File: config.mk
export PLATFORM = sky130hd
export DESIGN_NAME = m220_xfer_ctl_flat
export DESIGN_NICKNAME = d
export VERILOG_FILES = /design/src/rtl/m220_xfer_ctl_pkg.sv /design/src/rtl/m220_xfer_ctl_if.sv /design/src/rtl/m220_xfer_ctl_dec.sv /design/src/rtl/m220_xfer_ctl.sv /design/src/flat_wrapper.sv
export SDC_FILE = /design/constraint.sdc
export NUM_CORES = 1
export LEC_CHECK = 0
export BUFFER_PORTS_ARGS = -buffer_cell sky130_fd_sc_hd__buf_4
export CORE_MARGIN = 2
export CORE_UTILIZATION = 52
export DETAILED_ROUTE_END_ITERATION = 6
export PLACE_DENSITY = 0.75
export SYNTH_ARGS = -nofsm -noshare
export SYNTH_HDL_FRONTEND = slang
export SYNTH_HIERARCHICAL = 1
export SYNTH_SLANG_ARGS = --single-unit
export TNS_END_PERCENT = 5
File: constraint.sdc
create_clock -name clk -period 1.6 [get_ports clk]
set_input_delay 0.32 -clock clk [delete_from_list [all_inputs] [get_ports clk]]
set_output_delay 0.32 -clock clk [all_outputs]
set_load 0.01 [all_outputs]
File: src/rtl/m220_xfer_ctl_pkg.sv
`default_nettype none
// ----------------------------------------------------------------------------
// m220_xfer_pkg : request encodings, one-hot bit indices and FSM states shared
// by the M220 transfer controller.                               Rev 1.0
// ----------------------------------------------------------------------------
package m220_xfer_pkg;

  typedef enum logic [2:0] {
    SRCA_NONE = 3'd0,
    SRCA_AC   = 3'd1,
    SRCA_AC_N = 3'd2,
    SRCA_MQ   = 3'd3,
    SRCA_SR   = 3'd4,
    SRCA_SC   = 3'd5,
    SRCA_DATA = 3'd6,
    SRCA_IO   = 3'd7
  } src_a_e;

  typedef enum logic [2:0] {
    SRCB_NONE      = 3'd0,
    SRCB_MA        = 3'd1,
    SRCB_PC        = 3'd2,
    SRCB_MEM       = 3'd3,
    SRCB_DATA_ADDR = 3'd4,
    SRCB_RSV5      = 3'd5,
    SRCB_RSV6      = 3'd6,
    SRCB_RSV7      = 3'd7
  } src_b_e;

  typedef enum logic [2:0] {
    SHOP_NOSH = 3'd0,
    SHOP_AND  = 3'd1,
    SHOP_SL   = 3'd2,
    SHOP_STL  = 3'd3,
    SHOP_SR   = 3'd4,
    SHOP_STR  = 3'd5,
    SHOP_TT   = 3'd6,
    SHOP_RSV  = 3'd7
  } shop_e;

  typedef enum logic [1:0] {
    ST_IDLE   = 2'd0,
    ST_SETTLE = 2'd1,
    ST_STROBE = 2'd2,
    ST_HOLD   = 2'd3
  } xfer_state_e;

  localparam int DEST_MA = 0;
  localparam int DEST_PC = 1;
  localparam int DEST_MB = 2;
  localparam int DEST_AC = 3;

  localparam int SHB_AND  = 0;
  localparam int SHB_NOSH = 1;
  localparam int SHB_SL   = 2;
  localparam int SHB_STL  = 3;
  localparam int SHB_SR   = 4;
  localparam int SHB_STR  = 5;

  localparam int SEL_A_W = 7;
  localparam int SEL_B_W = 4;
  localparam int SHOP_W  = 6;
  localparam int DEST_W  = 4;

  // Counter holds (cycles - 1), so the largest phase length needs clog2 bits.
  function automatic int cnt_width(input int max_cyc);
    return (max_cyc <= 1) ? 1 : $clog2(max_cyc);
  endfunction

endpackage
`default_nettype wire

File: src/rtl/m220_xfer_ctl_if.sv
`default_nettype none
// ----------------------------------------------------------------------------
// m220_xfer_if : request handshake plus slice-control bundle of the M220
// transfer controller (master = requester, slave = controller).  Rev 1.0
// ----------------------------------------------------------------------------
interface m220_xfer_if;
  import m220_xfer_pkg::*;

  logic                 req_valid;
  logic                 req_ready;
  logic [2:0]           req_src_a;
  logic [2:0]           req_src_b;
  logic                 req_cin;
  logic [2:0]           req_shop;
  logic [DEST_W-1:0]    req_dest;

  logic [SEL_A_W-1:0]   sel_a;
  logic [SEL_B_W-1:0]   sel_b;
  logic                 cin;
  logic [SHOP_W-1:0]    shop;
  logic                 tt_sh_n;
  logic [DEST_W-1:0]    ld;
  logic                 busy;
  logic                 done;
  logic                 err;

  modport master (
    output req_valid, req_src_a, req_src_b, req_cin, req_shop, req_dest,
    input  req_ready, sel_a, sel_b, cin, shop, tt_sh_n, ld, busy, done, err
  );

  modport slave (
    input  req_valid, req_src_a, req_src_b, req_cin, req_shop, req_dest,
    output req_ready, sel_a, sel_b, cin, shop, tt_sh_n, ld, busy, done, err
  );

endinterface
`default_nettype wire

File: src/rtl/m220_xfer_ctl_dec.sv
`default_nettype none
// ----------------------------------------------------------------------------
// m220_xfer_dec : combinational request-field to one-hot select decode and
// reserved/unusable request detect.                              Rev 1.0
// ----------------------------------------------------------------------------
module m220_xfer_dec
  import m220_xfer_pkg::*;
(
  input  logic [2:0]         src_a_i,
  input  logic [2:0]         src_b_i,
  input  logic [2:0]         shop_i,
  input  logic [DEST_W-1:0]  dest_i,
  output logic [SEL_A_W-1:0] sel_a_o,
  output logic [SEL_B_W-1:0] sel_b_o,
  output logic [SHOP_W-1:0]  shop_o,
  output logic               tt_sh_n_o,
  output logic               rsv_o
);

  always_comb begin
    sel_a_o = '0;
    case (src_a_e'(src_a_i))
      SRCA_AC:   sel_a_o[0] = 1'b1;
      SRCA_AC_N: sel_a_o[1] = 1'b1;
      SRCA_MQ:   sel_a_o[2] = 1'b1;
      SRCA_SR:   sel_a_o[3] = 1'b1;
      SRCA_SC:   sel_a_o[4] = 1'b1;
      SRCA_DATA: sel_a_o[5] = 1'b1;
      SRCA_IO:   sel_a_o[6] = 1'b1;
      default:   sel_a_o = '0;
    endcase
  end

  always_comb begin
    sel_b_o = '0;
    case (src_b_e'(src_b_i))
      SRCB_MA:        sel_b_o[0] = 1'b1;
      SRCB_PC:        sel_b_o[1] = 1'b1;
      SRCB_MEM:       sel_b_o[2] = 1'b1;
      SRCB_DATA_ADDR: sel_b_o[3] = 1'b1;
      default:        sel_b_o = '0;
    endcase
  end

  // TT is not a shifter function: it leaves the shift field empty and drives
  // the separate active-low line-shift enable instead.
  always_comb begin
    shop_o    = '0;
    tt_sh_n_o = 1'b1;
    case (shop_e'(shop_i))
      SHOP_NOSH: shop_o[SHB_NOSH] = 1'b1;
      SHOP_AND:  shop_o[SHB_AND]  = 1'b1;
      SHOP_SL:   shop_o[SHB_SL]   = 1'b1;
      SHOP_STL:  shop_o[SHB_STL]  = 1'b1;
      SHOP_SR:   shop_o[SHB_SR]   = 1'b1;
      SHOP_STR:  shop_o[SHB_STR]  = 1'b1;
      SHOP_TT:   tt_sh_n_o        = 1'b0;
      default:   shop_o = '0;
    endcase
  end

  assign rsv_o = (src_b_i >= 3'(SRCB_RSV5)) || (shop_i == 3'(SHOP_RSV)) ||
                 (dest_i == '0);

endmodule
`default_nettype wire

File: src/rtl/m220_xfer_ctl.sv
`default_nettype none
// ----------------------------------------------------------------------------
// m220_xfer_ctl : sequences selects -> settle -> load strobe -> hold for the
// M220 slices; M220_XFER_ERRCHK_EN enables request rejection.     Rev 1.0
// ----------------------------------------------------------------------------
module m220_xfer_ctl
  import m220_xfer_pkg::*;
#(
  parameter int unsigned SETTLE_CYC = 2,
  parameter int unsigned STROBE_CYC = 1,
  parameter int unsigned HOLD_CYC   = 1
) (
  input  logic         clk,
  input  logic         rst_n,
  m220_xfer_if.slave   bus
);

  localparam int MAX_CYC = (SETTLE_CYC > STROBE_CYC)
                         ? ((SETTLE_CYC > HOLD_CYC) ? int'(SETTLE_CYC) : int'(HOLD_CYC))
                         : ((STROBE_CYC > HOLD_CYC) ? int'(STROBE_CYC) : int'(HOLD_CYC));
  localparam int CNT_W = cnt_width(MAX_CYC);

  localparam logic [CNT_W-1:0] C_SETTLE_LD = CNT_W'(SETTLE_CYC - 1);
  localparam logic [CNT_W-1:0] C_STROBE_LD = CNT_W'(STROBE_CYC - 1);
  localparam logic [CNT_W-1:0] C_HOLD_LD   = CNT_W'(HOLD_CYC - 1);

`ifdef M220_XFER_ERRCHK_EN
  localparam bit ERRCHK = 1'b1;
`else
  localparam bit ERRCHK = 1'b0;
`endif

  xfer_state_e         state_q, state_d;
  logic [CNT_W-1:0]    cnt_q, cnt_d;
  logic [SEL_A_W-1:0]  sel_a_q, sel_a_d;
  logic [SEL_B_W-1:0]  sel_b_q, sel_b_d;
  logic                cin_q, cin_d;
  logic [SHOP_W-1:0]   shop_q, shop_d;
  logic                tt_sh_n_q, tt_sh_n_d;
  logic [DEST_W-1:0]   dest_q, dest_d;
  logic [DEST_W-1:0]   ld_q, ld_d;
  logic                busy_q, busy_d;
  logic                done_q, done_d;
  logic                err_q, err_d;
  logic                ready_q, ready_d;

  logic [SEL_A_W-1:0]  w_sel_a;
  logic [SEL_B_W-1:0]  w_sel_b;
  logic [SHOP_W-1:0]   w_shop;
  logic                w_tt_sh_n;
  logic                w_rsv;
  logic                w_accept;
  logic                w_reject;

  m220_xfer_dec u_dec (
    .src_a_i   (bus.req_src_a),
    .src_b_i   (bus.req_src_b),
    .shop_i    (bus.req_shop),
    .dest_i    (bus.req_dest),
    .sel_a_o   (w_sel_a),
    .sel_b_o   (w_sel_b),
    .shop_o    (w_shop),
    .tt_sh_n_o (w_tt_sh_n),
    .rsv_o     (w_rsv)
  );

  always_comb begin
    state_d  = state_q;
    cnt_d    = cnt_q;
    w_accept = 1'b0;
    w_reject = 1'b0;
    case (state_q)
      ST_IDLE: begin
        if (bus.req_valid && ready_q) begin
          // A rejected request is consumed but never leaves IDLE.
          if (ERRCHK && w_rsv) begin
            w_reject = 1'b1;
          end else begin
            w_accept = 1'b1;
            state_d  = ST_SETTLE;
            cnt_d    = C_SETTLE_LD;
          end
        end
      end
      ST_SETTLE: begin
        if (cnt_q == '0) begin
          state_d = ST_STROBE;
          cnt_d   = C_STROBE_LD;
        end else begin
          cnt_d = cnt_q - 1'b1;
        end
      end
      ST_STROBE: begin
        if (cnt_q == '0) begin
          state_d = ST_HOLD;
          cnt_d   = C_HOLD_LD;
        end else begin
          cnt_d = cnt_q - 1'b1;
        end
      end
      ST_HOLD: begin
        if (cnt_q == '0) begin
          state_d = ST_IDLE;
          cnt_d   = '0;
        end else begin
          cnt_d = cnt_q - 1'b1;
        end
      end
      default: begin
        state_d = ST_IDLE;
        cnt_d   = '0;
      end
    endcase

    // Outputs are registered from the next state so they line up with it.
    dest_d    = w_accept ? bus.req_dest : dest_q;
    sel_a_d   = sel_a_q;
    sel_b_d   = sel_b_q;
    cin_d     = cin_q;
    shop_d    = shop_q;
    tt_sh_n_d = tt_sh_n_q;
    if (state_d == ST_IDLE) begin
      sel_a_d   = '0;
      sel_b_d   = '0;
      cin_d     = 1'b0;
      shop_d    = '0;
      tt_sh_n_d = 1'b1;
    end else if (w_accept) begin
      sel_a_d   = w_sel_a;
      sel_b_d   = w_sel_b;
      cin_d     = bus.req_cin;
      shop_d    = w_shop;
      tt_sh_n_d = w_tt_sh_n;
    end

    ld_d    = (state_d == ST_STROBE) ? dest_q : '0;
    busy_d  = (state_d != ST_IDLE);
    ready_d = (state_d == ST_IDLE);
    done_d  = (state_d == ST_HOLD) && (cnt_d == '0);
    err_d   = w_reject;
  end

  always_ff @(posedge clk or negedge rst_n) begin
    if (!rst_n) begin
      state_q   <= ST_IDLE;
      cnt_q     <= '0;
      sel_a_q   <= '0;
      sel_b_q   <= '0;
      cin_q     <= 1'b0;
      shop_q    <= '0;
      tt_sh_n_q <= 1'b1;
      dest_q    <= '0;
      ld_q      <= '0;
      busy_q    <= 1'b0;
      done_q    <= 1'b0;
      err_q     <= 1'b0;
      ready_q   <= 1'b1;
    end else begin
      state_q   <= state_d;
      cnt_q     <= cnt_d;
      sel_a_q   <= sel_a_d;
      sel_b_q   <= sel_b_d;
      cin_q     <= cin_d;
      shop_q    <= shop_d;
      tt_sh_n_q <= tt_sh_n_d;
      dest_q    <= dest_d;
      ld_q      <= ld_d;
      busy_q    <= busy_d;
      done_q    <= done_d;
      err_q     <= err_d;
      ready_q   <= ready_d;
    end
  end

  assign bus.req_ready = ready_q;
  assign bus.sel_a     = sel_a_q;
  assign bus.sel_b     = sel_b_q;
  assign bus.cin       = cin_q;
  assign bus.shop      = shop_q;
  assign bus.tt_sh_n   = tt_sh_n_q;
  assign bus.ld        = ld_q;
  assign bus.busy      = busy_q;
  assign bus.done      = done_q;
`ifdef M220_XFER_ERRCHK_EN
  assign bus.err       = err_q;
`else
  assign bus.err       = 1'b0;
`endif

endmodule
`default_nettype wire
File: src/flat_wrapper.sv
// flat-port wrapper written by rule: the top's interface ports become plain ports
module m220_xfer_ctl_flat import m220_xfer_pkg::*;
#(
  parameter int unsigned SETTLE_CYC = 2,
  parameter int unsigned STROBE_CYC = 1,
  parameter int unsigned HOLD_CYC   = 1
)
  (clk, rst_n, bus_req_valid, bus_req_src_a, bus_req_src_b, bus_req_cin, bus_req_shop, bus_req_dest, bus_req_ready, bus_sel_a, bus_sel_b, bus_cin, bus_shop, bus_tt_sh_n, bus_ld, bus_busy, bus_done, bus_err);
  m220_xfer_if bus_i ();
  input  logic clk;
  input  logic rst_n;
  input wire logic [$bits(bus_i.req_valid)-1:0] bus_req_valid;
  input wire logic [$bits(bus_i.req_src_a)-1:0] bus_req_src_a;
  input wire logic [$bits(bus_i.req_src_b)-1:0] bus_req_src_b;
  input wire logic [$bits(bus_i.req_cin)-1:0] bus_req_cin;
  input wire logic [$bits(bus_i.req_shop)-1:0] bus_req_shop;
  input wire logic [$bits(bus_i.req_dest)-1:0] bus_req_dest;
  output wire logic [$bits(bus_i.req_ready)-1:0] bus_req_ready;
  output wire logic [$bits(bus_i.sel_a)-1:0] bus_sel_a;
  output wire logic [$bits(bus_i.sel_b)-1:0] bus_sel_b;
  output wire logic [$bits(bus_i.cin)-1:0] bus_cin;
  output wire logic [$bits(bus_i.shop)-1:0] bus_shop;
  output wire logic [$bits(bus_i.tt_sh_n)-1:0] bus_tt_sh_n;
  output wire logic [$bits(bus_i.ld)-1:0] bus_ld;
  output wire logic [$bits(bus_i.busy)-1:0] bus_busy;
  output wire logic [$bits(bus_i.done)-1:0] bus_done;
  output wire logic [$bits(bus_i.err)-1:0] bus_err;
  assign bus_i.req_valid = bus_req_valid;
  assign bus_i.req_src_a = bus_req_src_a;
  assign bus_i.req_src_b = bus_req_src_b;
  assign bus_i.req_cin = bus_req_cin;
  assign bus_i.req_shop = bus_req_shop;
  assign bus_i.req_dest = bus_req_dest;
  assign bus_req_ready = bus_i.req_ready;
  assign bus_sel_a = bus_i.sel_a;
  assign bus_sel_b = bus_i.sel_b;
  assign bus_cin = bus_i.cin;
  assign bus_shop = bus_i.shop;
  assign bus_tt_sh_n = bus_i.tt_sh_n;
  assign bus_ld = bus_i.ld;
  assign bus_busy = bus_i.busy;
  assign bus_done = bus_i.done;
  assign bus_err = bus_i.err;
  m220_xfer_ctl #(.SETTLE_CYC(SETTLE_CYC), .STROBE_CYC(STROBE_CYC), .HOLD_CYC(HOLD_CYC)) u_core (.clk(clk), .rst_n(rst_n), .bus(bus_i));
endmodule
==> run_results.csv <==
group,metric,value,unit
status,outcome,"complete, no violations",
critical_path,r2r_cells,3,
clock_network,post-cts-setup-buffer-count,0,
global_route,antenna_found_initial,0,
die,die_w,61.2,microns
place,dp_slack,80.8,ps
place,dp_hpwl,2540,microns
critical_path,cp.required,1840,ps
critical_path,crit_buf_inv,1,
die,die_y,61.2,microns
clock_network,clock_latency,330,ps
timing,finClkSkew,6.86,ps
critical_path,endpoint,"u_core/bus.ld[2]$_DFF_PN0_",
critical_path,max_stage_delay,520,ps
place,io_buffers,42,
synth,synth_warnings,6,
global_route,grt_pass1_vias,1282,
timing,worst_slack,63.3,ps
critical_path,r2r-end,"u_core/bus.ld[2]$_DFF_PN0_",
job,cap_violations,0,
critical_path,crit_fanout,13,
synth,synth_nets,167,
timing,max_freq,651,MHz
global_route,globalRouteTotalUtil,21.9,%
die,start_util,55.2,%
clock_network,htree_levels,2,
timing,finalCriticalPeriod,1540,ps
die,placementRows,20,
global_route,grt_max_degree,34,
finish,nets,212,
drt,wl_per_cell,14.8,microns
critical_path,endpoint_kind,"flop",
clock_network,cts_root_buf,"clkbuf_4",
critical_path,critPathKind,"flop to flop",
critical_path,cp.arrival,1780,ps
drt,first_iter_violations,26,
power,p_leak,0.963,nW
timing,slew_viol_final,0,
critical_path,startpoint_type,"flop",
clock_network,clockBufferDepth,2,
critical_path,path_depth,3,
power,cellPowerDensity,1540,mW/mm^2
finish,fin_util,70.1,%
place,globalplace.congestion,0.698,
finish,syn_to_final_growth,26.9,%
critical_path,critical_path.startpoint,"u_core/state_q[0]$_DFF_PN0_",
clock_network,path_clk_slew,100,ps
critical_path,path_delay_family,"flip-flops",
global_route,grt_pass1_wl,5920,microns
drt,drt_pre_antenna_iters,2,
drt,vias_per_cell,5.54,
clock_network,cts_tree,"yes",
clock_network,cts_made_buffers,5,
finish,antenna_cells,0,
synth,synth_cells,150,
synth,avgSynthCellArea,11.3,sq um
finish,drive_above_1_share,44.9,%
critical_path,cpMaxStageDelayCell,"dfrtp_1",
critical_path,crit_chain,"buf_4 -> or3b_2 -> a21boi_0",
power,ir_worst_vdd,0.000687,V
timing,hold_viol,0,
clock_network,clkSinkCount,33,
critical_path,ff2ff_setup_slack,60,ps
global_route,overflow,0,
critical_path,r2r-start,"u_core/state_q[0]$_DFF_PN0_",
min_path,min_path_type,"input pin to flop",
drt,drcViolationCount,0,
die,dieArea,0.00374,sq mm
drt,routed_wl,3550,microns
drt,num_vias,1330,
timing,period_share,96.0,%
timing,setup_viol,0,
synth,syn_area,0.00170,sq mm
die,core,0.00308,sq mm
drt,ant_nets,0,
die,ios,44,
[routing by layer]
metal  GRT usage (%)  vias to the layer above  share of wire, %
met5               0                        -                 0
met4            6.52                        0              0.82
met3            6.72                        4               5.2
met2            36.2                       28                51
met1            27.7                      655                43
li1                -                      643                 -
[worst min-delay path by stage]
stage	start	to	slack [ps]	cells past startpoint
floorplan	rst_n	u_core/bus.busy$_DFF_PN0_	20	0
global placement	rst_n	u_core/bus.sel_a[5]$_DFFE_PN0P_	280	1
detailed placement	rst_n	u_core/bus.cin$_DFFE_PN0P_	280	1
CTS	bus_req_dest[3]	u_core/dest_q[3]$_DFFE_PN0P_	200	2
global route	bus_req_dest[3]	u_core/dest_q[3]$_DFFE_PN0P_	200	2
finish	bus_req_dest[3]	u_core/dest_q[3]$_DFFE_PN0P_	220	2
[placed cells by master, fill, tap and decap left out, types with 2 or more instances in the layout]
cell type  instances
dfrtp_1           31
o21ai_0           19
clkinv_2           2
or3b_2             8
nand2b_1           2
buf_4             52
dfstp_2            2
nand2_1            2
and3b_1            5
mux2_2             4
or3b_1            11
a211oi_1           7
nor2_1             4
clkbuf_4           5
nor3b_1           11
and3_1             2
a21boi_0           4
nand3b_1           2
a211oi_2          11
[power breakdown]
part           internal, mW  total, mW  switching (mW)  leakage (nW)
logic                 0.757       1.60           0.842         0.498
registers              1.11       1.28           0.175         0.433
clock network         0.167      0.433           0.266        0.0320
[flip-flops by register name (all words and copies together) (netlist names), 2 cells and up]
register and cells:
u_core/dest_q 4, u_core/bus.sel_a 7, u_core/bus.sel_b 4, u_core/bus.ld 4, u_core/state_q 2, u_core/bus.shop 6
[stage by stage]
step / cells / total power [mW] / TNS [ps] / hold slack, ps / cell area (sq um)
floorplan: 150 / 2.23 / 0 / 24.4 / 1700
global placement: 231 / 2.80 / 0 / 275 / 2090
detailed placement: 231 / 2.89 / 0 / 278 / 2090
CTS: 240 / 3.33 / 0 / 205 / 2150
global route: 240 / 3.57 / -28.2 / 200 / 2160
finish: 240 / 3.31 / 0 / 220 / 2160
[what timing repair did]
item / 4_1_cts / 5_1_grt
endpoints found under the setup margin: 0 / 4
endpoints found under the hold margin: 31 / 0
gates resized for setup: 0 / 1
hold buffers: 1 / 0
[cell type report]
type,instances,area (sq um)
clock inverter,2,10.0
tap,44,55.1
multi-input combinational,101,802
timing repair buffer,54,420
sequential,33,828
fill,257,921
clock buffer,6,41.3
Note: power is estimated with default switching activity, not from simulation.
